### config.mk
export PLATFORM = sky130hd
export DESIGN_NAME = load_store_unit
export DESIGN_NICKNAME = d
export VERILOG_FILES = /design/src/rtl/load_store_unit.sv
export SDC_FILE = /design/constraint.sdc
export NUM_CORES = 1
export LEC_CHECK = 0
export CORE_ASPECT_RATIO = 1.75
export CORE_MARGIN = 2
export CORE_UTILIZATION = 25
export CTS_CLUSTER_SIZE = 16
export DETAILED_ROUTE_END_ITERATION = 10
export MAX_ROUTING_LAYER = met4
export PLACE_DENSITY = 0.6
export SETUP_SLACK_MARGIN = 0.5
export SKIP_CTS_REPAIR_TIMING = 1
export SLEW_MARGIN = 10
export SYNTH_ARGS = -nofsm -noshare
export SYNTH_HDL_FRONTEND = slang
export SYNTH_SLANG_ARGS = --single-unit
### constraint.sdc
create_clock -name clk -period 2 [get_ports clk]
set_clock_uncertainty 0.05 [all_clocks]
set_input_delay 0.3 -clock clk [delete_from_list [all_inputs] [get_ports clk]]
set_output_delay 0.3 -clock clk [all_outputs]
set_load 0.005 [all_outputs]
### src/rtl/load_store_unit.sv
// Load/store unit: turns a core byte/half/word access into one word-addressed,
// byte-enabled memory transaction. The core is stalled while the transaction is
// in flight, and load data is extended on return.
module load_store_unit #(
  parameter int unsigned TIMEOUT = 16
) (
  input  logic        clk,
  input  logic        rst,
  input  logic        core_require,
  input  logic        core_write_enable,
  input  logic [2:0]  core_size,
  input  logic [31:0] core_address,
  input  logic [31:0] core_write_data,
  output logic [31:0] core_read_data,
  output logic        core_stall,
  output logic        fault,
  output logic        mem_require,
  output logic        mem_write_enable,
  output logic [3:0]  mem_byte_enable,
  output logic [31:0] mem_address,
  output logic [31:0] mem_write_data,
  input  logic [31:0] mem_read_data,
  input  logic        mem_ready
);

  localparam int unsigned CNT_W = 32;
  localparam logic [CNT_W-1:0] CNT_LAST = CNT_W'(TIMEOUT - 1);
  localparam logic TIMEOUT_ON = (TIMEOUT != 0);

  localparam logic [2:0] SZ_B  = 3'd0;
  localparam logic [2:0] SZ_H  = 3'd1;
  localparam logic [2:0] SZ_W  = 3'd2;
  localparam logic [2:0] SZ_BU = 3'd4;
  localparam logic [2:0] SZ_HU = 3'd5;

  typedef enum logic [1:0] {S_IDLE, S_WAIT, S_DONE} state_t;

  state_t            state_q, state_d;
  logic [CNT_W-1:0]  wait_cnt, cnt_d;
  logic [31:0]       rdata_q, capture_data;
  logic              capture, accept;
  logic              we_q;
  logic [2:0]        size_q;
  logic [1:0]        lo_q;
  logic [3:0]        be_q;
  logic [29:0]       addr_q;
  logic [31:0]       wd_q;

  logic              size_ok, aligned, req_legal;
  logic [3:0]        req_be;
  logic [31:0]       req_wd;
  logic [31:0]       shifted, load_ext;

  // Decode the incoming request: legality, lane enables, replicated store data.
  always_comb begin
    size_ok = 1'b0;
    aligned = 1'b1;
    req_be  = 4'b0000;
    req_wd  = core_write_data;
    case (core_size)
      SZ_B, SZ_BU: begin
        size_ok = 1'b1;
        req_be  = 4'b0001 << core_address[1:0];
        req_wd  = {4{core_write_data[7:0]}};
      end
      SZ_H, SZ_HU: begin
        size_ok = 1'b1;
        aligned = ~core_address[0];
        req_be  = 4'b0011 << core_address[1:0];
        req_wd  = {2{core_write_data[15:0]}};
      end
      SZ_W: begin
        size_ok = 1'b1;
        aligned = (core_address[1:0] == 2'b00);
        req_be  = 4'b1111;
      end
      default: ;
    endcase
    req_legal = size_ok & aligned;
  end

  // Extract and extend the addressed byte/halfword from the captured word.
  always_comb begin
    shifted = rdata_q >> {lo_q, 3'b000};
    case (size_q)
      SZ_B:    load_ext = {{24{shifted[7]}}, shifted[7:0]};
      SZ_BU:   load_ext = {24'd0, shifted[7:0]};
      SZ_H:    load_ext = {{16{shifted[15]}}, shifted[15:0]};
      SZ_HU:   load_ext = {16'd0, shifted[15:0]};
      default: load_ext = shifted;
    endcase
  end

  // Next-state and output logic; reset forces stall and fault low.
  always_comb begin
    state_d          = state_q;
    cnt_d            = wait_cnt;
    accept           = 1'b0;
    capture          = 1'b0;
    capture_data     = '0;
    core_stall       = 1'b0;
    fault            = 1'b0;
    core_read_data   = '0;
    mem_require      = 1'b0;
    mem_write_enable = 1'b0;
    mem_byte_enable  = 4'b0000;
    mem_address      = '0;
    mem_write_data   = '0;
    case (state_q)
      S_IDLE: begin
        cnt_d = '0;
        if (core_require) begin
          if (req_legal) begin
            accept     = 1'b1;
            core_stall = 1'b1;
            state_d    = S_WAIT;
          end else begin
            fault = 1'b1;
          end
        end
      end
      S_WAIT: begin
        core_stall       = 1'b1;
        mem_require      = 1'b1;
        mem_write_enable = we_q;
        mem_byte_enable  = be_q;
        mem_address      = {addr_q, 2'b00};
        mem_write_data   = wd_q;
        if (mem_ready) begin
          capture      = 1'b1;
          capture_data = we_q ? 32'd0 : mem_read_data;
          cnt_d        = '0;
          state_d      = S_DONE;
        end else if (TIMEOUT_ON && (wait_cnt == CNT_LAST)) begin
          fault        = 1'b1;
          capture      = 1'b1;
          capture_data = '0;
          cnt_d        = '0;
          state_d      = S_DONE;
        end else begin
          cnt_d = wait_cnt + CNT_W'(1);
        end
      end
      S_DONE: begin
        core_read_data = we_q ? 32'd0 : load_ext;
        state_d        = S_IDLE;
      end
      default: state_d = S_IDLE;
    endcase
    if (rst) begin
      core_stall = 1'b0;
      fault      = 1'b0;
    end
  end

  // State and timeout counter registers.
  always_ff @(posedge clk) begin
    if (rst) begin
      state_q  <= S_IDLE;
      wait_cnt <= '0;
    end else begin
      state_q  <= state_d;
      wait_cnt <= cnt_d;
    end
  end

  // Latch the accepted request so the bus stays stable during WAIT.
  always_ff @(posedge clk) begin
    if (rst) begin
      we_q   <= 1'b0;
      size_q <= 3'd0;
      lo_q   <= 2'd0;
      be_q   <= 4'd0;
      addr_q <= '0;
      wd_q   <= '0;
    end else if (accept) begin
      we_q   <= core_write_enable;
      size_q <= core_size;
      lo_q   <= core_address[1:0];
      be_q   <= req_be;
      addr_q <= core_address[31:2];
      wd_q   <= req_wd;
    end
  end

  // Capture returned read data (zero on store or timeout).
  always_ff @(posedge clk) begin
    if (rst) begin
      rdata_q <= '0;
    end else if (capture) begin
      rdata_q <= capture_data;
    end
  end

endmodule
==> impl_metrics.py <==
metrics = {
    "sta": {
        "fmaxAchievable_mhz": 399,
        "timing.max_slew.rel_slack": 0.582,
        "final_hold_viol_count": 0,
        "timing.setup.tns_ns": -21.63,
        "finalWorstPathRequiredPeriod_ns": 2.51,
        "slew_violations": 0,
        "worstMarginPinSlew_ns": 0.624,
        "fin_hold_ws_ns": 0.143,
        "rsz_0062_raised_after_global_routing": "true",
        "finalWorstSetupSlack_ns": -0.506,
        "fin_crit_sh": 1.25,
        "timing.final.setup_violations": 98,
    },
    "synthesis": {
        "synth_most_common_cell": "sky130_fd_sc_hd__nand2_1",
        "synth_ff_type": "sky130_fd_sc_hd__dfxtp_1",
        "asyncSetResetFlopFracSynth": 0,
        "ys_ff_latch": 138,
        "area_share_of_xor_xnor_cells_in_the_synthesized_design": 0.00378,
        "post_synthesis_share_of_cell_area_spent_on_full_adders_half_adders_and_majority_gates": 0.00180,
        "synthesis.yosys.warnings": 0,
        "combinational_family_with_the_most_area_after_synthesis": "simple AND/OR/NAND/NOR gates",
        "netlist.top_cell.by_area": "sky130_fd_sc_hd__dfxtp_1",
        "syn_area_per_cell_um2": 7.92,
        "synth-compound-area-share": 0.223,
        "synth_edf_count": 0,
        "postSynthCellCount": 877,
        "synth.cell_area_um2": 6940,
        "synth_top_area_frac": 0.398,
        "yosys-mux-area-fraction": 0.0551,
        "ys_top_cells_by_area": "sky130_fd_sc_hd__dfxtp_1 40%, sky130_fd_sc_hd__nand2_1 9.6%, sky130_fd_sc_hd__and2_1 6.3%",
        "ys_seq_area_frac": 0.398,
        "synthTopCellsByCount": "177 x sky130_fd_sc_hd__nand2_1, 138 x sky130_fd_sc_hd__dfxtp_1, 79 x sky130_fd_sc_hd__a21oi_1, 70 x sky130_fd_sc_hd__and2_1, 43 x sky130_fd_sc_hd__clkbuf_1",
        "yosys.cell_types.count": 57,
        "yosys.area_share.simple": 0.269,
    },
    "global_routing": {
        "grt_max_degree": 54,
        "grt_remaining_overflow": 0,
        "groute.usage.overall": 0.177,
        "grt_pass1_vias": 7213,
        "global_route_wire_length_before_repair_um": 38900,
        "antenna_violations_before_repair": 2,
    },
    "clock_tree": {
        "clock_insertion_delay_worst_skew_ns": 0.44,
        "cts_inserted_buffers": 17,
        "cts.clk_slew.worst_paths_ns": 0.06,
        "cts_root_buffer": "sky130_fd_sc_hd__clkbuf_16",
        "tritoncts_clock_tree": "done",
        "cts_buffer_depth": 2,
        "h-tree-depth": 4,
        "clkSinkCount": 138,
    },
    "floorplanning": {
        "coreArea_um2": 27300,
        "floorplan.initialDensity": 0.254,
        "dieWidth_um": 130,
        "rows": 80,
        "io_pins": 208,
        "dieArea_um2": 29200,
        "dieHeight_um": 224,
    },
    "status": {
        "status": "complete, but fails checks",
        "failed_checks": "setup timing",
    },
    "placement": {
        "instance_count_after_placement_with_tap_cells_included": 1487,
        "dp_hpwl_um": 18000,
        "portBuffers": 205,
        "gp_routability_congestion": 0.869,
    },
    "cells_and_area": {
        "drive_above_1_share": 0.405,
        "final_std_cells_w_o_fill": 1615,
        "area_delta_synth_final_pct": 82.1,
        "fin_nets": 1336,
        "num-fill-cells": 2571,
    },
    "power": {
        "pwr_density_nw_per_um2": 579,
        "power.leakage_nw": 5.25,
        "ir_worst_vdd_mv": 0.553,
    },
    "worst_setup_path": {
        "timing.setup.critical_path_class": "flop to output port",
        "rrSetupSlack_ns": -0.01,
        "path_depth": 8,
        "cpLargestDelayFamily": "multiplexers",
        "worstSetupStartpoint": "lo_q[1]",
        "worstSetupEndpointType": "output port",
        "worst_path_required_ns": 1.65,
        "cp.arrival_ns": 2.16,
        "ff2ff_path_depth": 8,
        "critPathLaunchType": "flop",
        "worst_setup_path_endpoint": "core_read_data[29]",
        "timing.rr.start": "wait_cnt[1]",
        "timing.critical_path.buf_inv": 3,
        "cp_slowest_stage_delay_ns": 0.36,
        "worstPathCellList": "mux2i_4 -> mux2_4 -> mux2i_1 -> a21oi_2 -> buf_6 -> clkbuf_16 -> a211oi_2 -> buf_2",
        "critical_path_peak_fanout": 5,
        "timing.critical_path.slowest_stage_cell": "sky130_fd_sc_hd__dfxtp_4",
        "worstReg2RegEnd": "rdata_q[16]",
    },
    "routing": {
        "post_drt_wl_per_cell_um": 18.1,
        "detail_route.iter0.violations": 364,
        "routed-via-count": 8001,
        "route.antenna.remaining_nets": 0,
        "routed_wl_um": 29200,
        "remaining_drc_errors": 0,
        "drt_pre_antenna_iters": 5,
        "detail_route.vias_per_cell": 4.95,
    },
    "min_path": {
        "hp_class": "input pin to flop",
    },
    "run": {
        "maxCapViolCount": 0,
    },
}
==> flip-flops by register name, indices dropped and copies added (netlist names) <==
signal and count:
state_q 2, be_q 4, addr_q 30, wd_q 32, size_q 3, lo_q 2, rdata_q 32, we_q 1
wait_cnt 32
==> metrics by stage <==
stage / total power, mW / setup WS [ns] / util / instance area [um^2]
5_1_grt: 7.57 / -0.586 / 0.463 / 12600
3_5_place_dp: 3.92 / -0.509 / 0.384 / 10500
3_3_place_gp: 3.91 / -0.513 / 0.384 / 10500
4_1_cts: 7.02 / -0.860 / 0.404 / 11100
2_1_floorplan: 3.43 / 0.186 / - / 7420
6_report: 7.32 / -0.506 / 0.463 / 12600
==> power breakdown <==
group	total [mW]	switching [mW]	internal (mW)
clock network	3.09	1.34	1.75
registers	2.92	0.0651	2.85
logic	1.32	0.585	0.735
==> metal layers <==
layer  GRT usage  vias up  share of wire
met2       0.305      253           0.55
li1            -     3814              -
met1       0.192     3853           0.37
met5           -        -              0
met4      0.0895        0          0.047
met3      0.0300       81          0.035
==> worst register-to-register path, cell delays in order, from the launching register on <==
cell,delay (ns)
sky130_fd_sc_hd__dfxtp_4,0.36
sky130_fd_sc_hd__ha_4,0.16
sky130_fd_sc_hd__and3_4,0.16
sky130_fd_sc_hd__and4_4,0.19
sky130_fd_sc_hd__buf_6,0.13
sky130_fd_sc_hd__a21o_4,0.23
sky130_fd_sc_hd__a21oi_4,0.31
sky130_fd_sc_hd__clkbuf_16,0.23
sky130_fd_sc_hd__a22o_1,0.13
==> cells by family after synthesis <==
logic type | after synthesis
simple gates | 378
buf+inv | 81
fa+ha+maj | 1
mux | 38
other cells | 1
flops | 138
compound gates | 237
xor+xnor | 3
==> how the worst min path moves through the flow <==
stage          startpoint    endpoint  slack [ns]  depth (start not counted)
4_1_cts               rst    wd_q[27]        0.11                          2
3_3_place_gp   addr_q[16]  addr_q[16]        0.39                          2
3_5_place_dp   addr_q[14]  addr_q[14]        0.39                          2
2_1_floorplan   addr_q[0]   addr_q[0]        0.38                          2
5_1_grt               rst    wd_q[27]        0.15                          2
6_report              rst    wd_q[27]        0.14                          2
==> placed cells by master (no fill, tap or decap), types with 5 or more instances in the layout <==
master                            netlist  routed
sky130_fd_sc_hd__nand2_1              177     172
sky130_fd_sc_hd__dfxtp_1              138     122
sky130_fd_sc_hd__buf_4                  3     114
sky130_fd_sc_hd__clkdlybuf4s50_1        0      98
sky130_fd_sc_hd__buf_6                  0      65
sky130_fd_sc_hd__a21oi_1               79      46
sky130_fd_sc_hd__clkbuf_2               0      45
sky130_fd_sc_hd__and2_1                70      40
sky130_fd_sc_hd__clkbuf_16              0      37
sky130_fd_sc_hd__nor2_1                36      32
sky130_fd_sc_hd__a22o_1                32      32
sky130_fd_sc_hd__mux2i_1               36      31
sky130_fd_sc_hd__a21oi_2                0      31
sky130_fd_sc_hd__and2_4                 0      30
sky130_fd_sc_hd__o21ai_0               34      26
sky130_fd_sc_hd__buf_2                 24      25
sky130_fd_sc_hd__buf_12                 0      20
sky130_fd_sc_hd__a211oi_2               0      18
sky130_fd_sc_hd__dlymetal6s2s_1         0      17
sky130_fd_sc_hd__a31oi_1               17      16
sky130_fd_sc_hd__a211oi_1              31      12
sky130_fd_sc_hd__nand4_1               11      11
sky130_fd_sc_hd__a311oi_1              10      10
sky130_fd_sc_hd__o21a_1                 9       9
sky130_fd_sc_hd__dfxtp_2                0       9
sky130_fd_sc_hd__nand3_1               14       7
sky130_fd_sc_hd__dfxtp_4                0       7
sky130_fd_sc_hd__clkinvlp_4             0       6
sky130_fd_sc_hd__inv_1                  7       6
sky130_fd_sc_hd__nor2b_1                9       6
sky130_fd_sc_hd__nor3_4                 0       6
sky130_fd_sc_hd__nor3_2                 0       6
sky130_fd_sc_hd__nor4_4                 1       6
sky130_fd_sc_hd__nand3_2                1       6
sky130_fd_sc_hd__o211ai_1               5       5
sky130_fd_sc_hd__o21ai_2                0       5
==> layout make-up <==
cell class	instances	area (um^2)	share of cell area
diodes	2	5.00	0.000396
clock buffers	19	443	0.0350
clock inverters	13	121	0.00960
inverters	7	30.0	0.00238
multi-input cells	659	4690	0.371
flip-flops and latches	138	2800	0.222
well taps	369	462	0.0365
repair buffers	408	4090	0.324
Note: power is estimated with default switching activity, not from simulation.
